## src/rtl/io_pkg.sv

```systemverilog
// Shared constants for the board I/O front-ends: default switch width, debounce
// timing and the MMIO address of the committed-switch register.
package io_pkg;

    localparam int unsigned SW_W_DEF     = 16;
    localparam int unsigned DB_DEPTH_DEF = 4;
    localparam int unsigned TICK_DIV_DEF = 100_000;

    localparam logic [31:0] SWITCH_MMIO_ADDR = 32'hFFFF_FC70;

endpackage

```

## src/rtl/debounce_bit.sv

```systemverilog
// One-bit tick-sampled debouncer. With SWITCH_DEBOUNCE_EN undefined it reduces to a
// wire from the synchronised input to the output.
module debounce_bit
    import io_pkg::*;
#(
    parameter int unsigned DB_DEPTH = DB_DEPTH_DEF
) (
    input  logic clk,
    input  logic rst,
    input  logic tick,
    input  logic din_sync,
    output logic dout
);

`ifdef SWITCH_DEBOUNCE_EN
    logic [DB_DEPTH-1:0] hist_q;
    logic [DB_DEPTH-1:0] hist_d;
    logic                dout_q;
    logic                dout_d;

    always_comb begin
        hist_d = hist_q;
        if (tick) begin
            hist_d = {hist_q[DB_DEPTH-2:0], din_sync};
        end
        // Only a unanimous history moves the output; mixed histories hold it.
        dout_d = dout_q;
        if (&hist_q) begin
            dout_d = 1'b1;
        end else if (~|hist_q) begin
            dout_d = 1'b0;
        end
    end

    always_ff @(posedge clk or posedge rst) begin
        if (rst) begin
            hist_q <= '0;
            dout_q <= 1'b0;
        end else begin
            hist_q <= hist_d;
            dout_q <= dout_d;
        end
    end

    assign dout = dout_q;
`else
    logic unused_sink;

    assign dout        = din_sync;
    assign unused_sink = (^{clk, rst, tick}) ^ (DB_DEPTH > 1);
`endif

endmodule

```

## src/rtl/switch_input_ctrl.sv

```systemverilog
// Synchronises and debounces the slide switches and confirm button, then snapshots the
// switches on each confirm press. Debouncing is built only when SWITCH_DEBOUNCE_EN is defined.
module switch_input_ctrl
    import io_pkg::*;
#(
    parameter int unsigned SW_W     = SW_W_DEF,
    parameter int unsigned TICK_DIV = TICK_DIV_DEF,
    parameter int unsigned DB_DEPTH = DB_DEPTH_DEF
) (
    input  logic            clk,
    input  logic            rst,
    input  logic [SW_W-1:0] sw_raw,
    input  logic            btn_raw,
    input  logic            rd_ack,
    output logic [SW_W-1:0] io_rdata_switch,
    output logic [SW_W-1:0] sw_live,
    output logic            sw_valid,
    output logic            confirm_pulse
);

    localparam int unsigned N_IN = SW_W + 1;

    logic [N_IN-1:0] raw_in;
    logic [N_IN-1:0] sync1_q;
    logic [N_IN-1:0] sync2_q;
    logic [N_IN-1:0] db;
    logic            tick;

    // Button rides in the MSB so it shares the synchroniser and debounce array.
    assign raw_in = {btn_raw, sw_raw};

    always_ff @(posedge clk or posedge rst) begin
        if (rst) begin
            sync1_q <= '0;
            sync2_q <= '0;
        end else begin
            sync1_q <= raw_in;
            sync2_q <= sync1_q;
        end
    end

`ifdef SWITCH_DEBOUNCE_EN
    localparam int unsigned CNT_W = (TICK_DIV > 1) ? $clog2(TICK_DIV) : 1;
    localparam logic [CNT_W-1:0] CNT_MAX = CNT_W'(TICK_DIV - 1);

    logic [CNT_W-1:0] cnt_q;
    logic [CNT_W-1:0] cnt_d;

    always_comb begin
        tick  = (cnt_q == CNT_MAX);
        cnt_d = tick ? '0 : cnt_q + CNT_W'(1);
    end

    always_ff @(posedge clk or posedge rst) begin
        if (rst) begin
            cnt_q <= '0;
        end else begin
            cnt_q <= cnt_d;
        end
    end
`else
    logic unused_div;

    assign tick       = 1'b0;
    assign unused_div = (TICK_DIV > 1);
`endif

    for (genvar i = 0; i < N_IN; i++) begin : g_db
        debounce_bit #(
            .DB_DEPTH (DB_DEPTH)
        ) u_db (
            .clk      (clk),
            .rst      (rst),
            .tick     (tick),
            .din_sync (sync2_q[i]),
            .dout     (db[i])
        );
    end

    logic            btn_db;
    logic            btn_db_d;
    logic            btn_edge;
    logic [SW_W-1:0] snap_q;
    logic [SW_W-1:0] snap_d;
    logic            valid_q;
    logic            valid_d;
    logic            pulse_q;
    logic            pulse_d;

    assign sw_live = db[SW_W-1:0];
    assign btn_db  = db[SW_W];

    always_comb begin
        btn_edge = btn_db & ~btn_db_d;
        snap_d   = btn_edge ? sw_live : snap_q;
        pulse_d  = btn_edge;
        // A set outranks an ack, both in the edge cycle and in the strobe cycle that
        // follows, so an ack racing a fresh snapshot cannot drop it.
        valid_d  = btn_edge | pulse_q | (valid_q & ~rd_ack);
    end

    always_ff @(posedge clk or posedge rst) begin
        if (rst) begin
            btn_db_d <= 1'b0;
            snap_q   <= '0;
            valid_q  <= 1'b0;
            pulse_q  <= 1'b0;
        end else begin
            btn_db_d <= btn_db;
            snap_q   <= snap_d;
            valid_q  <= valid_d;
            pulse_q  <= pulse_d;
        end
    end

    assign io_rdata_switch = snap_q;
    assign sw_valid        = valid_q;
    assign confirm_pulse   = pulse_q;

endmodule

```

## config.mk

```make
export PLATFORM = sky130hd
export DESIGN_NAME = switch_input_ctrl
export DESIGN_NICKNAME = d
export VERILOG_FILES = /design/src/rtl/io_pkg.sv /design/src/rtl/debounce_bit.sv /design/src/rtl/switch_input_ctrl.sv
export SDC_FILE = /design/constraint.sdc
export NUM_CORES = 1
export LEC_CHECK = 0
export ABC_AREA = 1
export BUFFER_PORTS_ARGS = -buffer_cell sky130_fd_sc_hd__buf_2
export CAP_MARGIN = 15
export CORE_ASPECT_RATIO = 1.25
export CORE_MARGIN = 5
export CORE_UTILIZATION = 44
export CTS_CLUSTER_DIAMETER = 80
export CTS_CLUSTER_SIZE = 16
export DETAILED_ROUTE_END_ITERATION = 6
export PLACE_DENSITY_LB_ADDON = 0.3
export RECOVER_POWER = 25
export SETUP_SLACK_MARGIN = 0.3
export SLEW_MARGIN = 20
export SYNTH_ARGS = -nofsm -noshare
export SYNTH_HDL_FRONTEND = slang
export SYNTH_SLANG_ARGS = --single-unit
```

## constraint.sdc

```tcl
create_clock -name clk -period 1.5 [get_ports clk]
set_input_delay 0.3 -clock clk [delete_from_list [all_inputs] [get_ports clk]]
set_output_delay 0.3 -clock clk [all_outputs]
set_load 0.05 [all_outputs]
```

# Yosys cells after proc, flatten, opt, wreduce, memory -nomap -nowiden

Index checks and enable logic that the tools add are counted.
W data, S select, Z words.

Add/sub/neg operators: 0
Multipliers: 0
Divide/modulo/power cells: 0
Magnitude comparators: 0
Equality and inequality tests: 0
Shifts and indexed selects: 0
Multiplexer cells: 0
Bitwise operators: 6
Reductions and logical operators: 0

Operators by type and width:

| operator      | number |
|---|---|
| $and A1 B1 Y1 | 2 |
| $not A1 Y1    | 2 |
| $or A1 B1 Y1  | 2 |

Register bits: 53
Latch bits: 0
RAM bits: 0
Bits in read-only memories: 0
Bits of input ports: 20
Output and inout port bits: 34
Memories: 0

# Depth between registers and ports, before layout

Gate-level depths: netlist of run 1.

Depth in word-level cells: 4
Depth in mapped cells: 5
Depth with buffers taken out: 4

# Hierarchy

From an unflattened synthesis of run 1, not the netlist that was laid out.

Cell total of the unflattened synthesis: 131
Area total of the unflattened synthesis: 1750.4 um2

Modules (own cells, without submodules):

| module            | instances | cells an instance | area an instance (um2) |
|---|---|---|---|
| switch_input_ctrl | 1         | 114               | 1622.8 |
| debounce_bit      | 17        | 1                 | 7.5 |

# Least setup slack after synthesis of run 1

OpenSTA, ideal clock, no wires.

Kind: reg-to-output
From: register snap_q[14] (netlist: io_rdata_switch[14])
To: output io_rdata_switch[14]
Arrival: 0.613 ns
Required time: 1.200 ns
Slack: 0.587 ns
Stages on the path, launching flop included: 1
Buffers on the path: 0
Cell sequence: dfrtp_1

RTL lines:

| item                   | RTL line                 | RTL |
|---|---|---|
| start, declared        | switch_input_ctrl.sv:83  | `logic [SW_W-1:0] snap_q;` |
| start signal, assigned | switch_input_ctrl.sv:110 | `snap_q <= snap_d;` |
| end, declared          | switch_input_ctrl.sv:15  | `output logic [SW_W-1:0] io_rdata_switch,` |

No word-level cell between the ends.

# Worst setup path after layout of run 1

From: register sync2_q[10]
To: output sw_live[10]

RTL lines:

| item                   | RTL line                | RTL |
|---|---|---|
| start, declared        | switch_input_ctrl.sv:25 | `logic [N_IN-1:0] sync2_q;` |
| start signal, assigned | switch_input_ctrl.sv:38 | `sync2_q <= sync1_q;` |
| end, declared          | switch_input_ctrl.sv:16 | `output logic [SW_W-1:0] sw_live,` |

No word-level cell between the ends.

==> out/qor.yml, run 1 <==
placed_design:
  postPlaceCellArea_um2: 1950
  portBuffers: 53
  gp_congestion: 0.698
  dp_hpwl_um: 2040
  dp.cells: 219
  dp_slack_ps: 562
worst_setup_path:
  critPathMaxFanout: 2
  crit_arrival_ps: 870
  slowest_stage: "dfrtp_1"
  r2r_start: "btn_db_d$_DFF_PP0_"
  r2r_slack_ps: 520
  endpoint_kind: "primary output"
  critical-path-max-stage-delay_ps: 410
  worstPathCellList: "buf_6"
  critPathRequiredTime_ps: 1200
  cp-endpoint: "sw_live[10]"
  startpoint: "sync2_q[10]$_DFF_PP0_"
  cp.depth: 1
  criticalPathCategory: "register to primary output"
  path_delay_family: "flip-flops"
  r2r-end: "io_rdata_switch[1]$_DFFE_PP0P_"
  timing.critical_path.buf_inv: 1
  worst-r2r-cell-count: 4
  cp-start-kind: "register"
grt:
  grt_max_degree: 54
  grt.overflow.total: 0
  grt_pass1_vias: 971
  grt_pass1_wl_um: 4690
  antenna_found_initial: 0
  grt_usage_pct: 12.0
timing:
  slew_viol_final: 0
  setup_violations: 0
  max_clock_freq_mhz: 854
  fin_crit_sh_pct: 78.0
  tightest_slew_ps: 1090
  finClkSkew_ps: 4.27
  holdWs_ps: 103
  layout_setup_ws_ps: 330
  rsz0062_at_grt: "true"
  period_needed_ps: 1170
  hold_viol: 0
  maxSlewHeadroom_pct: 27.5
  tns_ps: 0
detailed_routing:
  dr_wl_met3_um: 203
  dr.pass1.iters: 4
  drc: 0
  dr_wl_met2_um: 1610
  drt-initial-drc-count: 55
  vias: 1012
  antenna_left: 0
  drt-vias-per-instance: 4.31
  drt-met1-wl_um: 1120
  highest_layer: "met4"
  post_drt_wl_per_cell_um: 12.6
  routed_wl_um: 2950
die:
  die_h_um: 80.4
  die_w_um: 66.3
  io_pins: 54
  coreArea_um2: 3820
  dieArea_um2: 5330
  start_util_pct: 45.7
  rows: 25
final_layout:
  fill_cells: 329
  finalInstanceArea_um2: 2300
  nets: 200
  fin_cells: 235
  antenna_cells: 0
  layout_common_cells: "dfrtp_1 (53), buf_6 (32), nand2_1 (31)"
  drive_above_1_share_pct: 42.0
  layout_commonest_cell: "dfrtp_1"
  area_growth_pct: 32.1
synthesis:
  ys_warn_count: 0
  netlist_area_um2: 1740
  ys_ff_latch: 53
  yosys-top-cells-area: "dfrtp_1 (76%), buf_4 (7.3%), nand2_1 (6.7%)"
  post_synth.cell_area_avg_um2: 13.5
  ys_types: 9
  yosysSeqAreaShare_pct: 76.1
  yosys.area.top_type: "dfrtp_1"
  syn_nets: 149
  synth_top_area_share_pct: 76.1
  postSynthCellCount: 129
power:
  p_per_area_nw_per_um2: 1330
  power.leakage_uw: 0.00118
  ir_worst_vdd_mv: 0.763
clocking:
  cts_root_buffer: "clkbuf_8"
  clkSinkCount: 53
  cts.path.max_buffers: 2
  numCtsBuffers: 5
  cts_tree: "built"
  clkTransAtPathRegs_ps: 90
  h-tree-depth: 2
  cts.hold.buffers_added: 0
  clk_latency_ps: 300
outcome:
  status: "completed"
worst_hold_path:
  hold_start: "sw_raw[1]"
  hold_path.class: "input pin to register"
flow_run:
  drv_cap: 0
==> per-layer routing <==
metal	GRT usage, %	vias up
li1	-	486
met1	14.5	485
met2	18.7	39
met3	4.62	2
met4	5.49	0
met5	0	-
==> kinds of logic after synthesis <==
logic type,share of synthesized area (%)
flip-flops,76.1
AND/OR/NAND/NOR,13.4
buffers and inverters,10.5
==> synth_stat cells, drive strengths merged <==
cell / instances
nand3: 17
dfrtp: 53
buf: 20
nand2: 34
inv: 5
==> metrics by stage <==
stage	total power (µW)	util (%)
CTS	3030	56.8
global placement	2130	51.2
finish	3070	60.3
global route	3210	60.3
detailed placement	2140	51.2
floorplan	2030	-
==> worst min path at each step <==
stage / end / slack (ps) / depth (start not counted)
floorplan: sync2_q[0]$_DFF_PP0_ / 330 / 0
global placement: sync2_q[3]$_DFF_PP0_ / 330 / 0
detailed placement: sync2_q[10]$_DFF_PP0_ / 330 / 0
CTS: io_rdata_switch[14]$_DFFE_PP0P_ / 70 / 3
global route: sync1_q[16]$_DFF_PP0_ / 80 / 1
finish: sync1_q[1]$_DFF_PP0_ / 100 / 1
==> state kept, by name, indices dropped and copies added, names as in the netlist <==
name,flops
btn_db_d,1
confirm_pulse,1
io_rdata_switch,16
sw_valid,1
sync1_q,17
sync2_q,17
==> cell type report <==
cell class	count	area (µm²)	share of cell area, %
clock buffers	6	82.6	3.59
clock inverters	2	17.5	0.761
inverters	5	25.0	1.09
multi-input cells	51	234	10.2
flip-flops and latches	53	1330	57.6
well taps	54	67.6	2.93
repair buffers	64	549	23.9
==> report_power, final <==
part / total [µW] / internal (µW) / switching (µW)
clock network: 826 / 383 / 443
registers: 1600 / 1530 / 68.6
logic: 640 / 224 / 417
total: 3070 / 2140 / 928
==> repair_timing <==
action	4_1_cts	5_1_grt
setup endpoints to repair	34	31
setup buffers	0	8
gates resized for setup	42	24
==> worst reg2reg max path, stage by stage (launching register included) <==
cell	delay, ps
dfrtp_1	400
inv_4	170
nand2_8	130
nand2_1	100
nand2_1	60
Note: power is estimated with default switching activity, not from simulation.
==> run 2, diff against run 1 <==
CORE_UTILIZATION = 45   (was 44)
clock period = 1.17 ns   (was 1.5 ns; I/O delays follow)
==> out/qor.yml, run 2 (synthesis results as in run 1) <==
placed_design:
  dp_slack_ps: 241  # was 562 ps
  dp_hpwl_um: 2070  # was 2040 µm
  portBuffers: 53  # unchanged
  gp_congestion: 0.718  # was 0.698
worst_setup_path:
  critical-path-max-stage-delay_ps: 420  # was 410 ps
  criticalPathCategory: "register to primary output"  # unchanged
  slowest_stage: "dfrtp_1"  # unchanged
  path_delay_family: "flip-flops"  # unchanged
  crit_arrival_ps: 890  # was 870 ps
  worstPathCellList: "buf_6"  # unchanged
  r2r_slack_ps: 180  # was 520 ps
  endpoint_kind: "primary output"  # unchanged
  r2r_start: "btn_db_d$_DFF_PP0_"  # unchanged
  critPathMaxFanout: 2  # unchanged
  worst-r2r-cell-count: 4  # unchanged
  r2r-end: "io_rdata_switch[5]$_DFFE_PP0P_"  # was io_rdata_switch[1]$_DFFE_PP0P_
  critPathRequiredTime_ps: 940  # was 1200 ps
  cp-start-kind: "register"  # unchanged
  timing.critical_path.buf_inv: 1  # unchanged
clocking:
  numCtsBuffers: 5  # unchanged
  clk_latency_ps: 290  # was 300 ps
  clkSinkCount: 53  # unchanged
  cts_tree: "built"  # unchanged
  cts.path.max_buffers: 2  # unchanged
  clkTransAtPathRegs_ps: 90  # about the same
  cts_root_buffer: "clkbuf_8"  # unchanged
  h-tree-depth: 2  # unchanged
grt:
  antenna_found_initial: 0  # unchanged
  gr-usage-met1_pct: 17.2  # was 14.5%
  busiest_layer: "met2"  # unchanged
  use_met3_pct: 3.52  # was 4.62%
  grt.overflow.total: 0  # unchanged
  grt_usage_pct: 14.7  # was 12.0%
  grt_max_degree: 39  # was 54
  use_met2_pct: 26.2  # was 18.7%
  grt_pass1_vias: 1182  # was 971
  grt_pass1_wl_um: 5710  # was 4690 µm
detailed_routing:
  drt-initial-drc-count: 29  # was 55
  post_drt_wl_per_cell_um: 16.3  # was 12.6 µm
  routed_wl_um: 4020  # was 2950 µm
  antenna_left: 0  # unchanged
  drt-vias-per-instance: 4.74  # was 4.31
  dr.pass1.iters: 3  # was 4
  vias: 1170  # was 1012
  drc: 0  # unchanged
timing:
  finClkSkew_ps: 3.72  # was 4.27 ps
  fin_crit_sh_pct: 95.7
  holdWs_ps: -0.421  # was 103 ps
  tightest_slew_ps: 709  # was 1090 ps
  layout_setup_ws_ps: 50.1  # was 330 ps
  slew_viol_final: 0  # unchanged
  maxSlewHeadroom_pct: 52.5  # was 27.5%
  max_clock_freq_mhz: 893
  hold_viol: 4  # was 0
  rsz0062_at_grt: "true"  # unchanged
  period_needed_ps: 1120
  tns_ps: 0  # unchanged
  setup_violations: 0  # unchanged
die:
  coreArea_um2: 3750  # was 3820 µm²
  dieArea_um2: 5230  # was 5330 µm²
  die_h_um: 79.6  # was 80.4 µm
  die_w_um: 65.7  # was 66.3 µm
  io_pins: 54  # unchanged
  start_util_pct: 46.4  # was 45.7%
  rows: 25  # unchanged
final_layout:
  nets: 226  # was 200
  layout_common_cells: "dfrtp_1 (52), buf_6 (37), buf_4 (29)"  # was dfrtp_1 (53), buf_6 (32), nand2_1 (31)
  antenna_cells: 0  # unchanged
  area_growth_pct: 51.9  # was 32.1%
  drive_above_1_share_pct: 58.5  # was 42.0%
  layout_commonest_cell: "dfrtp_1"  # unchanged
outcome:
  violations: "negative hold slack"
  status: "finished with violations"  # was completed
power:
  power.leakage_uw: 0.00134  # was 0.00118 µW
  p_seq_share_pct: 48.5  # was 52.2%
  p_int_uw: 3010  # was 2140 µW
  switchingPower_uw: 1250  # was 928 µW
  p_sw_share_pct: 29.3  # was 30.2%
  ir_worst_vdd_mv: 0.992  # was 0.763 mV
  clock_power_share_pct: 28.0  # was 26.9%
  p_comb_share_pct: 23.6  # was 20.9%
  p_per_area_nw_per_um2: 1610  # was 1330 nW/µm²
worst_hold_path:
  hold_path.class: "input pin to asynchronous set/reset pin"  # was input pin to register
flow_run:
  drv_cap: 0  # unchanged
## run 2: routing by layer
layer / wire [µm] / share of wire, %
met5: 0 / 0
met4: 29 / 0.72
met3: 148 / 3.7
met2: 2380 / 59
met1: 1460 / 36
## run 2: cell type report
type,instances,area (µm²)
inverters,5,25.0
clock inverters,2,38.8
well taps,40,50.0
fillers,235,1110
repair buffers,88,785
flip-flops and latches,53,1330
clock buffers,6,72.6
multi-input cells,53,349
## run 2: power by group through the flow
stage,combinational (µW),clock (µW),sequential (µW)
2_1_floorplan,277,0,2320
3_3_place_gp,659,0,2070
3_5_place_dp,671,0,2070
4_1_cts,911,1210,2060
5_1_grt,1050,1290,2080
6_report,1000,1190,2060
## run 2: worst max-delay path by stage
stage | start | endpoint | cells after the start
6_report | sync2_q[5]$_DFF_PP0_ | sw_live[5] | 1
5_1_grt | sync2_q[5]$_DFF_PP0_ | sw_live[5] | 1
4_1_cts | sync2_q[14]$_DFF_PP0_ | sw_live[14] | 1
3_5_place_dp | btn_db_d$_DFF_PP0_ | io_rdata_switch[15]$_DFFE_PP0P_ | 4
3_3_place_gp | sync2_q[16]$_DFF_PP0_ | io_rdata_switch[3]$_DFFE_PP0P_ | 3
2_1_floorplan | btn_db_d$_DFF_PP0_ | io_rdata_switch[0]$_DFFE_PP0P_ | 5
## run 2: per-stage QoR
stage / instance area (µm²) / instances / total power, µW / utilization [%]
CTS: 2470 / 232 / 4180 / 65.9
global placement: 1940 / 205 / 2730 / 51.6
finish: 2650 / 247 / 4260 / 70.5
detailed placement: 1940 / 205 / 2740 / 51.6
global route: 2650 / 247 / 4420 / 70.5
floorplan: 1750 / 129 / 2600 / -
## run 2: worst register-to-register path, cell delays in order, from the launching register on
cell and delay (ps):
dfrtp_1 410, clkinv_4 150, buf_6 170, nand3_1 90
nand2_1 60
## run 2: timing repair
item,4_1_cts,5_1_grt
buffers inserted,18,14
gates resized for setup,81,14
pin swaps,17,11
cloned,1,1
endpoints found under the setup margin,50,51
hold endpoints to repair,15,15
